File: config.mk
export PLATFORM = sky130hd
export DESIGN_NAME = bcd_convert_ctrl
export DESIGN_NICKNAME = d
export VERILOG_FILES = /design/src/rtl/bcd_pkg.sv /design/src/rtl/bcd_digit_adj.sv /design/src/rtl/bcd_convert_ctrl.sv
export SDC_FILE = /design/constraint.sdc
export NUM_CORES = 1
export LEC_CHECK = 0
export BUFFER_PORTS_ARGS = -buffer_cell sky130_fd_sc_hd__buf_2
export CAP_MARGIN = 20
export CORE_UTILIZATION = 35
export CTS_CLUSTER_SIZE = 8
export DETAILED_ROUTE_END_ITERATION = 7
export PLACE_DENSITY = 0.59
export SLEW_MARGIN = 10
export SYNTH_ARGS = -nofsm -noshare
export SYNTH_HDL_FRONTEND = slang
export SYNTH_HIERARCHICAL = 1
export SYNTH_SLANG_ARGS = --single-unit
File: constraint.sdc
create_clock -name clk -period 7.4 [get_ports clk]
set_clock_uncertainty 0.1 [all_clocks]
set_input_delay 2.22 -clock clk [delete_from_list [all_inputs] [get_ports clk]]
set_output_delay 2.22 -clock clk [all_outputs]
set_load 0.02 [all_outputs]
File: src/rtl/bcd_pkg.sv
// rtl/bcd_pkg.sv - shared types and constants for the binary-to-BCD converter
package bcd_pkg;

  typedef enum logic [1:0] {
    IDLE  = 2'd0,
    SHIFT = 2'd1,
    DONE  = 2'd2
  } state_t;

  localparam int DIGIT_W     = 4;
  localparam int ADD3_THRESH = 4;

endpackage

File: src/rtl/bcd_digit_adj.sv
// rtl/bcd_digit_adj.sv - double-dabble cell: add 3 to a BCD digit above the threshold
module bcd_digit_adj
  import bcd_pkg::*;
(
  input  logic [DIGIT_W-1:0] d,
  output logic [DIGIT_W-1:0] q
);

  always_comb begin
    q = d;
    if (d > DIGIT_W'(ADD3_THRESH)) q = d + DIGIT_W'(3);
  end

endmodule

File: src/rtl/bcd_convert_ctrl.sv
// rtl/bcd_convert_ctrl.sv - sequential signed/unsigned binary-to-BCD converter
// One operand bit is shifted into the BCD register per cycle (double dabble).
module bcd_convert_ctrl
  import bcd_pkg::*;
#(
  parameter int N      = 32,
  parameter int DIGITS = 10
) (
  input  logic                clk,
  input  logic                rst_n,
  input  logic                start,
  input  logic                is_signed,
  input  logic [N-1:0]        A,
  output logic                ready,
  output logic                busy,
  output logic                done,
  output logic [4*DIGITS-1:0] BCD,
  output logic                neg,
  output logic [DIGITS-1:0]   blank
);

  localparam int              BW        = DIGIT_W * DIGITS;
  localparam int              CW        = $clog2(N + 1);
  localparam logic [CW-1:0]   CNT_LOAD  = CW'(N);
  localparam logic [DIGITS-1:0] BLANK_RST = {{(DIGITS-1){1'b1}}, 1'b0};

  state_t          state, state_nxt;
  logic [N-1:0]    mag, mag_nxt, mag_load;
  logic [BW-1:0]   sh, adj, sh_nxt;
  logic [BW+N-1:0] shifted;
  logic [CW-1:0]   cnt;
  logic            neg_pend, neg_load;
  logic            accept, last;

  for (genvar g = 0; g < DIGITS; g++) begin : g_adj
    bcd_digit_adj u_adj (
      .d(sh[g*DIGIT_W +: DIGIT_W]),
      .q(adj[g*DIGIT_W +: DIGIT_W])
    );
  end

  // blank[k] is set while digit k and everything above it are zero; digit 0 always shows
  function automatic logic [DIGITS-1:0] blank_mask(input logic [BW-1:0] v);
    logic [DIGITS-1:0] m;
    logic              z;
    m = '0;
    z = 1'b1;
    for (int k = DIGITS - 1; k >= 0; k--) begin
      z    = z & (v[k*DIGIT_W +: DIGIT_W] == '0);
      m[k] = z;
    end
    m[0] = 1'b0;
    return m;
  endfunction

  always_comb begin
    shifted = {adj, mag} << 1;
    sh_nxt  = shifted[BW+N-1:N];
    mag_nxt = shifted[N-1:0];
  end

  // Negating -2^(N-1) wraps to 2^(N-1), which is the correct unsigned magnitude
  assign neg_load = is_signed & A[N-1];
  assign mag_load = neg_load ? (~A + N'(1)) : A;
  assign accept   = ready & start;
  assign last     = (state == SHIFT) && (cnt == CW'(1));

  always_ff @(posedge clk or negedge rst_n) begin
    if (!rst_n) state <= IDLE;
    else        state <= state_nxt;
  end

  always_comb begin
    state_nxt = state;
    case (state)
      IDLE:    if (start) state_nxt = SHIFT;
      SHIFT:   if (last)  state_nxt = DONE;
      DONE:    state_nxt = start ? SHIFT : IDLE;
      default: state_nxt = IDLE;
    endcase
  end

  always_comb begin
    ready = 1'b0;
    busy  = 1'b0;
    done  = 1'b0;
    case (state)
      IDLE:    ready = 1'b1;
      SHIFT:   busy  = 1'b1;
      DONE: begin
        ready = 1'b1;
        done  = 1'b1;
      end
      default: ready = 1'b0;
    endcase
  end

  always_ff @(posedge clk or negedge rst_n) begin
    if (!rst_n) begin
      mag      <= '0;
      sh       <= '0;
      cnt      <= '0;
      neg_pend <= 1'b0;
      BCD      <= '0;
      neg      <= 1'b0;
      blank    <= BLANK_RST;
    end else if (accept) begin
      mag      <= mag_load;
      sh       <= '0;
      cnt      <= CNT_LOAD;
      neg_pend <= neg_load;
    end else if (state == SHIFT) begin
      mag <= mag_nxt;
      sh  <= sh_nxt;
      cnt <= cnt - CW'(1);
      if (last) begin
        BCD   <= sh_nxt;
        neg   <= neg_pend & (|sh_nxt);
        blank <= blank_mask(sh_nxt);
      end
    end
  end

endmodule
# After elaboration in Yosys (flattened, before gate mapping)
# Index checks and enable logic that the tools add are counted.
# totals
output_inout_bits	54
elab_cells	88
ff_bits	131
inputBits	36
# op_classes
magnitude_cmp	10
n_bitwise	13
n_reduce_logical	16
muxes	24
add_sub_neg	12
eq_ne	5
# ops
cell	n
$mux 32	3
$mux 40	2
$gt 4x3->1 const B	10
$reduce_or 40->1	1
$add 4x2->4 const B	9
$logic_not 4->1	9
$mux 4	9
$add 32x1->32 const B	1
$not 32->32	1
$mux 6	2
$and 1x1->1	11
$eq 6x1->1 const B	1
$pmux 2 s3	1
$sub 6x1->6 const B	1
$mux 1	4
$mux 2	2
$ne 2x2->1 const B	2
$add 3x2->3 const B	1
$mux 3	1
$reduce_and 3->1	1
$eq 2x1->1 const B	1
$eq 2x2->1 const B	1
$logic_not 2->1	1
$reduce_and 2->1	1
other kinds (4)	4

# Depth between registers and ports, before layout
# Gate-level depths: netlist of the first run.
# depth
word_depth	11
mapped_depth	10
depth_no_buf	10

# By module
# Netlist of the first run, hierarchy kept.
# modules_own_cells
mod	area_per_inst_um2	seq_area_each_um2	cells_per_inst	n_inst
bcd_convert_ctrl	5959.5	3289.4	625	1
bcd_digit_adj	103.8	0.0	15	10

# Worst setup path before layout of the first run
# Ideal clock, no wire load.
# synth_timing
path_type	input-to-reg
start	input port A[14]
end	register mag[27]
required_ns	7.196
t_arrival_ns	4.019
slack_ns	3.178
setup_ns	0.104
path_stages	6
n_path_buf	1
path_cell_list	or4_4 or4b_4 buf_6 nor4_4 nor2_1 a221oi_1
# synth_via
elab_chain_len	4
# synth_lines
item	line	text
start, declared	bcd_convert_ctrl.sv:13	input logic [N-1:0] A,
$not 32->32	bcd_convert_ctrl.sv:64	assign mag_load = neg_load ? (~A + N'(1)) : A;
$add 32x1->32	bcd_convert_ctrl.sv:64	
$mux 32	bcd_convert_ctrl.sv:64	
$mux 32	bcd_convert_ctrl.sv:107	end else if (accept) begin
end signal, assigned	bcd_convert_ctrl.sv:108	mag <= mag_load;
end signal, assigned	bcd_convert_ctrl.sv:113	mag <= mag_nxt;
end, declared	bcd_convert_ctrl.sv:28	logic [N-1:0] mag, mag_nxt, mag_load;
# No other way between the ends.
# A chain may end at the register's enable or synchronous reset.

# Final worst setup path of the first run
# layout_timing
start	input port A[12]
end	register mag[27]
# Same word-level chain as after synthesis.

==> metrics.md, run 1 <==
| Metric | Value |
|---|---|
| Synth Net Count | `831` |
| Post-CTS Setup Bufs | `0` |
| Status | `finished, final reports clean` |
| Reg clk slew, reported paths | `0.06 ns` |
| Total gr overflow | `0` |
| Max Fanout on Critical Path | `9` |
| Final period utilization | `54.7%` |
| Leakage | `4.04 nW` |
| Routability Congestion | `0.770` |
| Post-Layout Inst Area | `8290 um^2` |
| Post-Route Utilization | `42.5%` |
| Initial antenna violation count | `0` |
| Wire length per cell | `14.4 um` |
| Fin crit period | `4.05 ns` |
| Starting Density | `35.7%` |
| Number of cells produced by synthesis | `772` |
| Post-Syn Area | `6980 um^2` |
| Max Cap Viol | `0` |
| Final setup viols | `0` |
| Yosys warns | `6` |
| Fin. Hold Viols | `0` |
| GRT Overall Usage | `16.8%` |
| Routed Antenna Nets | `0` |
| FP Rows | `51` |
| Area Overhead vs Synth | `18.8%` |
| Vias in the first global route | `5456` |
| Sum Neg Setup Slack | `0 ns` |
| Clk_lat worst skew | `0.41 ns` |
| Root Driver | `clkbuf_16` |
| Post_cts resized | `0` |
| Die Y | `143 um` |
| Fillers | `1963` |
| Max VDD drop | `0.190 mV` |
| First-pass iteration count of the detailed router | `5` |
| Clk buf depth | `2` |
| Pin count of the biggest net entering global routing | `74` |
| # clock sinks | `131` |
| CTS tree | `done` |
| Via count | `5699` |
| Layout cells sized above 1 | `17.9%` |
| P per Cell Area | `330 nW/um^2` |
| Die area | `20500 um^2` |
| Placed cell areas | `7660 um^2` |
| Worst setup SP type | `input port` |
| Die width | `143 um` |
| DRT iter0 DRCs | `309` |
| HPWL after DPL | `10500 um` |
| Ports | `90` |
| RSZ-0062 raised after global routing | `no` |
| CTS buffer count | `17` |
| First-pass GRT wire length | `27200 um` |
| DRC | `0` |
| Routed wire length | `16200 um` |
| H-tree levels | `4` |
| Syn Area/Cell | `9.04 um^2` |
| F_max | `0.247 GHz` |
| Core region area | `19500 um^2` |
| Port buffer count | `88` |
| Worst Hold Class | `register to register` |
| WS Path Type | `input port to register` |
| Hold buffer count at CTS | `0` |
| Relative max-transition margin | `43.1%` |
| Worst-Margin Slew | `0.853 ns` |
| CP required | `7.61 ns` |
| Fin. max-slew vios | `0` |
| Setup crit end kind | `register` |
| Via density | `5.06` |
| CP arrival | `4.25 ns` |
| N_diodes | `0` |
| Final net count | `907` |
## power breakdown
part	leakage, nW	total, mW	internal (mW)	switching, mW
sequential	1.71	0.960	0.833	0.127
clock	0.295	0.882	0.573	0.309
combinational	2.04	0.891	0.423	0.468
## final cells by class
type / instances / area [um^2] / share of cell area [%]
clock inverter: 9 / 155 / 1.87
sequential: 131 / 3290 / 39.7
tap: 265 / 332 / 4.00
clock buffer: 23 / 458 / 5.52
inverter: 37 / 139 / 1.67
multi-input combinational: 566 / 3410 / 41.1
timing repair buffer: 95 / 512 / 6.17
## layer usage
| layer | wire length, um | track usage (%) | vias up |
|---|---|---|---|
| li1 | - | - | 2823 |
| met1 | 8210 | 23.0 | 2742 |
| met2 | 7300 | 26.5 | 125 |
| met3 | 571 | 3.52 | 9 |
| met4 | 140 | 4.87 | 0 |
| met5 | 0 | 0 | - |
## through the flow
step	hold slack (ns)	std cells	setup slack, ns	power (mW)
floorplan	0.346	772	3.18	1.65
global placement	0.347	1093	2.98	1.84
detailed placement	0.347	1093	2.94	1.86
CTS	0.357	1125	3.38	2.76
global route	0.367	1126	3.24	2.92
finish	0.354	1126	3.35	2.73
## final timing paths
kind                                 startpoint                   end  slack (ns)  cells past startpoint
max                                       A[12]   mag[27]$_DFFE_PN0P_        3.35                      6
min                        blank[8]$_DFFE_PN1P_  blank[8]$_DFFE_PN1P_        0.35                      2
max reg2reg                  sh[32]$_DFFE_PN0P_  blank[2]$_DFFE_PN1P_        3.92                     10
min reg2reg                blank[8]$_DFFE_PN1P_  blank[8]$_DFFE_PN1P_        0.35                      2
max in group asynchronous                 rst_n    mag[8]$_DFFE_PN0P_        4.22                      2
min in group asynchronous                 rst_n   BCD[10]$_DFFE_PN0P_        1.69                      1
## registers in the layout (all words and copies together), names as in the netlist
signal,flops
sh,40
BCD,40
neg,1
blank,9
state,2
cnt,6
neg_pend,1
mag,32
## worst max-delay path, stage by stage
cell and delay, ns:
buf_2 0.13, or4_4 0.53, or4b_4 0.59, nor4_4 0.41
nor2_1 0.07, a221oi_1 0.29
## layout by cell type, fill, tap and decap left out, types with 13 or more instances in the layout
| cell type | count |
|---|---|
| mux2i_1 | 13 |
| xor2_1 | 15 |
| xnor2_1 | 18 |
| o21ai_0 | 36 |
| and3_1 | 17 |
| dfrtp_1 | 122 |
| clkbuf_16 | 17 |
| nand2_1 | 205 |
| ha_1 | 23 |
| inv_1 | 35 |
| nor3_1 | 14 |
| a22o_1 | 40 |
| buf_2 | 87 |
| a21oi_1 | 18 |
| nor2_1 | 24 |
(Power assumes the default switching activity.)
==> run 2, diff against run 1 <==
PLACE_DENSITY = 0.61   (was 0.59)
clock period = 3.54 ns   (was 7.4 ns; I/O delays follow)
==> metrics.md, run 2 (synthesized netlist as in run 1, its figures left out) <==
| Metric | Value |
|---|---|
| Setup crit end kind | `register (unchanged)` |
| Layout cells sized above 1 | `19.5% (was 17.9%)` |
| Ports | `90 (unchanged)` |
| CP max stage delay | `0.44 ns (was 0.59 ns)` |
| First-pass iteration count of the detailed router | `7 (was 5)` |
| Crit path cell chain | `inv_1 -> ha_1 -> nor2b_1 -> o21ai_0 -> o21ai_0 -> nor4_1 -> buf_4 -> nand4_1 -> or3_1 -> nor3_1 -> mux2_2 (was buf_2 -> or4_4 -> or4b_4 -> nor4_4 -> nor2_1 -> a221oi_1)` |
| F_max | `0.325 GHz` |
| N_diodes | `0 (unchanged)` |
| CP required | `3.79 ns (was 7.61 ns)` |
| Routed wire length | `16400 um (was 16200 um)` |
| Die width | `143 um (unchanged)` |
| Post-CTS Setup Bufs | `0 (unchanged)` |
| Status | `finished, final reports clean (unchanged)` |
| Finished Layout Cells | `1137 (was 1126)` |
| Worst reg2reg setup slack | `0.46 ns (was 3.92 ns)` |
| Worst setup SP type | `register (was input port)` |
| Routability Congestion | `0.791 (was 0.770)` |
| Relative max-transition margin | `60.4% (was 43.1%)` |
| Via density | `5.08 (was 5.06)` |
| FP Rows | `51 (unchanged)` |
| Hold_sp | `blank[8]$_DFFE_PN1P_ (unchanged)` |
| Met2 routed WL | `7170 um (was 7300 um)` |
| HPWL after DPL | `11200 um (was 10500 um)` |
| Final net count | `918 (was 907)` |
| Area Overhead vs Synth | `20.1% (was 18.8%)` |
| P per Cell Area | `680 nW/um^2 (was 330 nW/um^2)` |
| Hold buffer count at CTS | `0 (unchanged)` |
| Clk_lat worst skew | `0.42 ns (was 0.41 ns)` |
| Routed Antenna Nets | `0 (unchanged)` |
| Sum Neg Setup Slack | `0 ns (unchanged)` |
| Starting Density | `35.7% (unchanged)` |
| Fin. max-slew vios | `0 (unchanged)` |
| Met1 wire length | `8320 um (was 8210 um)` |
| DRC | `0 (unchanged)` |
| Most frequent cells in the layout | `nand2_1, dfrtp_1, buf_2, a22o_1, o21ai_0 (unchanged)` |
| CP max stage cell | `or3_1 (was or4b_4)` |
| Fin. Hold Viols | `0 (unchanged)` |
| Sequential cell area | `3290 um^2 (unchanged)` |
| Clk buf depth | `2 (unchanged)` |
| CP arrival | `3.34 ns (was 4.25 ns)` |
| Top layer in use | `met4 (unchanged)` |
| Total power | `5.70 mW (was 2.73 mW)` |
| Core region area | `19500 um^2 (unchanged)` |
| Leakage | `4.10 nW (was 4.04 nW)` |
| Via count | `5774 (was 5699)` |
| RSZ-0062 raised after global routing | `no (unchanged)` |
| GRT Overall Usage | `17.0% (was 16.8%)` |
| # clock sinks | `131 (unchanged)` |
| Placed insts | `1105 (was 1093)` |
| Final setup viols | `0 (unchanged)` |
| CTS tree | `done (unchanged)` |
| Die area | `20500 um^2 (unchanged)` |
| Footprint of the multi-input gates | `3410 um^2 (unchanged)` |
| Max Fanout on Critical Path | `4 (was 9)` |
| H-tree levels | `4 (unchanged)` |
| Fillers | `1953 (was 1963)` |
| Placed cell areas | `7770 um^2 (was 7660 um^2)` |
| Reg2reg path depth | `11 (was 10)` |
| Port buffer count | `88 (unchanged)` |
| Pin count of the biggest net entering global routing | `55 (was 74)` |
| Max Cap Viol | `0 (unchanged)` |
| DRT iter0 DRCs | `323 (was 309)` |
| Total gr overflow | `0 (unchanged)` |
| Commonest non-fill, non-tap cell in the layout | `nand2_1 (unchanged)` |
| Hold depth | `2 (unchanged)` |
| Launch point of the worst reg-to-reg path | `sh[32]$_DFFE_PN0P_ (unchanged)` |
| Setup ws final | `0.458 ns (was 3.35 ns)` |
| Max VDD drop | `0.320 mV (was 0.190 mV)` |
| Top flop regs | `BCD: 40 flops, sh: 40 flops, mag: 32 flops (unchanged)` |
| Post-Layout Inst Area | `8380 um^2 (was 8290 um^2)` |
| Final period utilization | `87.1%` |
| Vias in the first global route | `5405 (was 5456)` |
| Post_cts resized | `0 (unchanged)` |
| Fin crit period | `3.08 ns` |
| Worst R2R End | `blank[2]$_DFFE_PN1P_ (unchanged)` |
| Worst Hold Class | `register to register (unchanged)` |
| Met3 wire len | `728 um (was 571 um)` |
| Reg clk slew, reported paths | `0.06 ns (about the same)` |
| Initial antenna violation count | `0 (unchanged)` |
| First-pass GRT wire length | `27500 um (was 27200 um)` |
| Die Y | `143 um (unchanged)` |
| CP most frequent cell | `o21ai_0` |
| Worst-Margin Slew | `0.594 ns (was 0.853 ns)` |
| WHS Endpoint | `blank[8]$_DFFE_PN1P_ (unchanged)` |
| Wire length per cell | `14.5 um (was 14.4 um)` |
| Pre-CTS WS | `0.262 ns (was 2.94 ns)` |
| Root Driver | `clkbuf_16 (unchanged)` |
| WS Path Type | `register to register (was input port to register)` |
| CTS buffer count | `17 (unchanged)` |
-- run 2: worst max-delay path: cells and delay by family, from the launching register on --
family                   cells  cell delay, ns
buffers and inverters        2            0.28
AND/OR/NAND/NOR              5            1.51
adder cells (fa/ha/maj)      1            0.23
AO/OA/AOI/OAI                2            0.28
multiplexers                 1            0.22
flip-flops                   1            0.39
-- run 2: per-stage QoR --
| step | util (%) | hold WS [ns] |
|---|---|---|
| detailed placement | 39.8 | 0.348 |
| global route | 42.9 | 0.387 |
| floorplan | - | 0.346 |
| CTS | 42.9 | 0.357 |
| global placement | 39.8 | 0.347 |
| finish | 42.9 | 0.357 |
-- run 2: worst max-delay path by stage --
| stage | to | slack (ns) | cells after the start | from |
|---|---|---|---|---|
| 4_1_cts | blank[2]$_DFFE_PN1P_ | 0.47 | 11 | sh[32]$_DFFE_PN0P_ |
| 6_report | blank[2]$_DFFE_PN1P_ | 0.46 | 11 | sh[32]$_DFFE_PN0P_ |
| 3_3_place_gp | mag[27]$_DFFE_PN0P_ | 0.29 | 6 | A[14] |
| 3_5_place_dp | mag[27]$_DFFE_PN0P_ | 0.26 | 6 | A[14] |
| 2_1_floorplan | mag[27]$_DFFE_PN0P_ | 0.48 | 6 | A[14] |
| 5_1_grt | blank[2]$_DFFE_PN1P_ | 0.16 | 11 | sh[32]$_DFFE_PN0P_ |
-- run 2: layer usage --
metal / global-route usage, % / up-vias
li1: - / 2857
met1: 24.3 / 2769
met2: 25.7 / 133
met3: 3.59 / 15
met4: 5.32 / 0
met5: 0 / -
-- run 2: final cells by class --
cell class | count | area share, %
inverters | 37 | 1.66
clock buffers | 20 | 5.57
repair buffers | 106 | 7.20
clock inverters | 12 | 1.72
multi-input cells | 566 | 40.7
flip-flops and latches | 131 | 39.2
well taps | 265 | 3.96
-- run 2: where the power goes --
group          leakage, nW  switching, mW  internal, mW
logic                 2.10          0.981         0.910
clock network        0.290          0.696          1.11
registers             1.71          0.265          1.74
total                 4.10           1.94          3.76
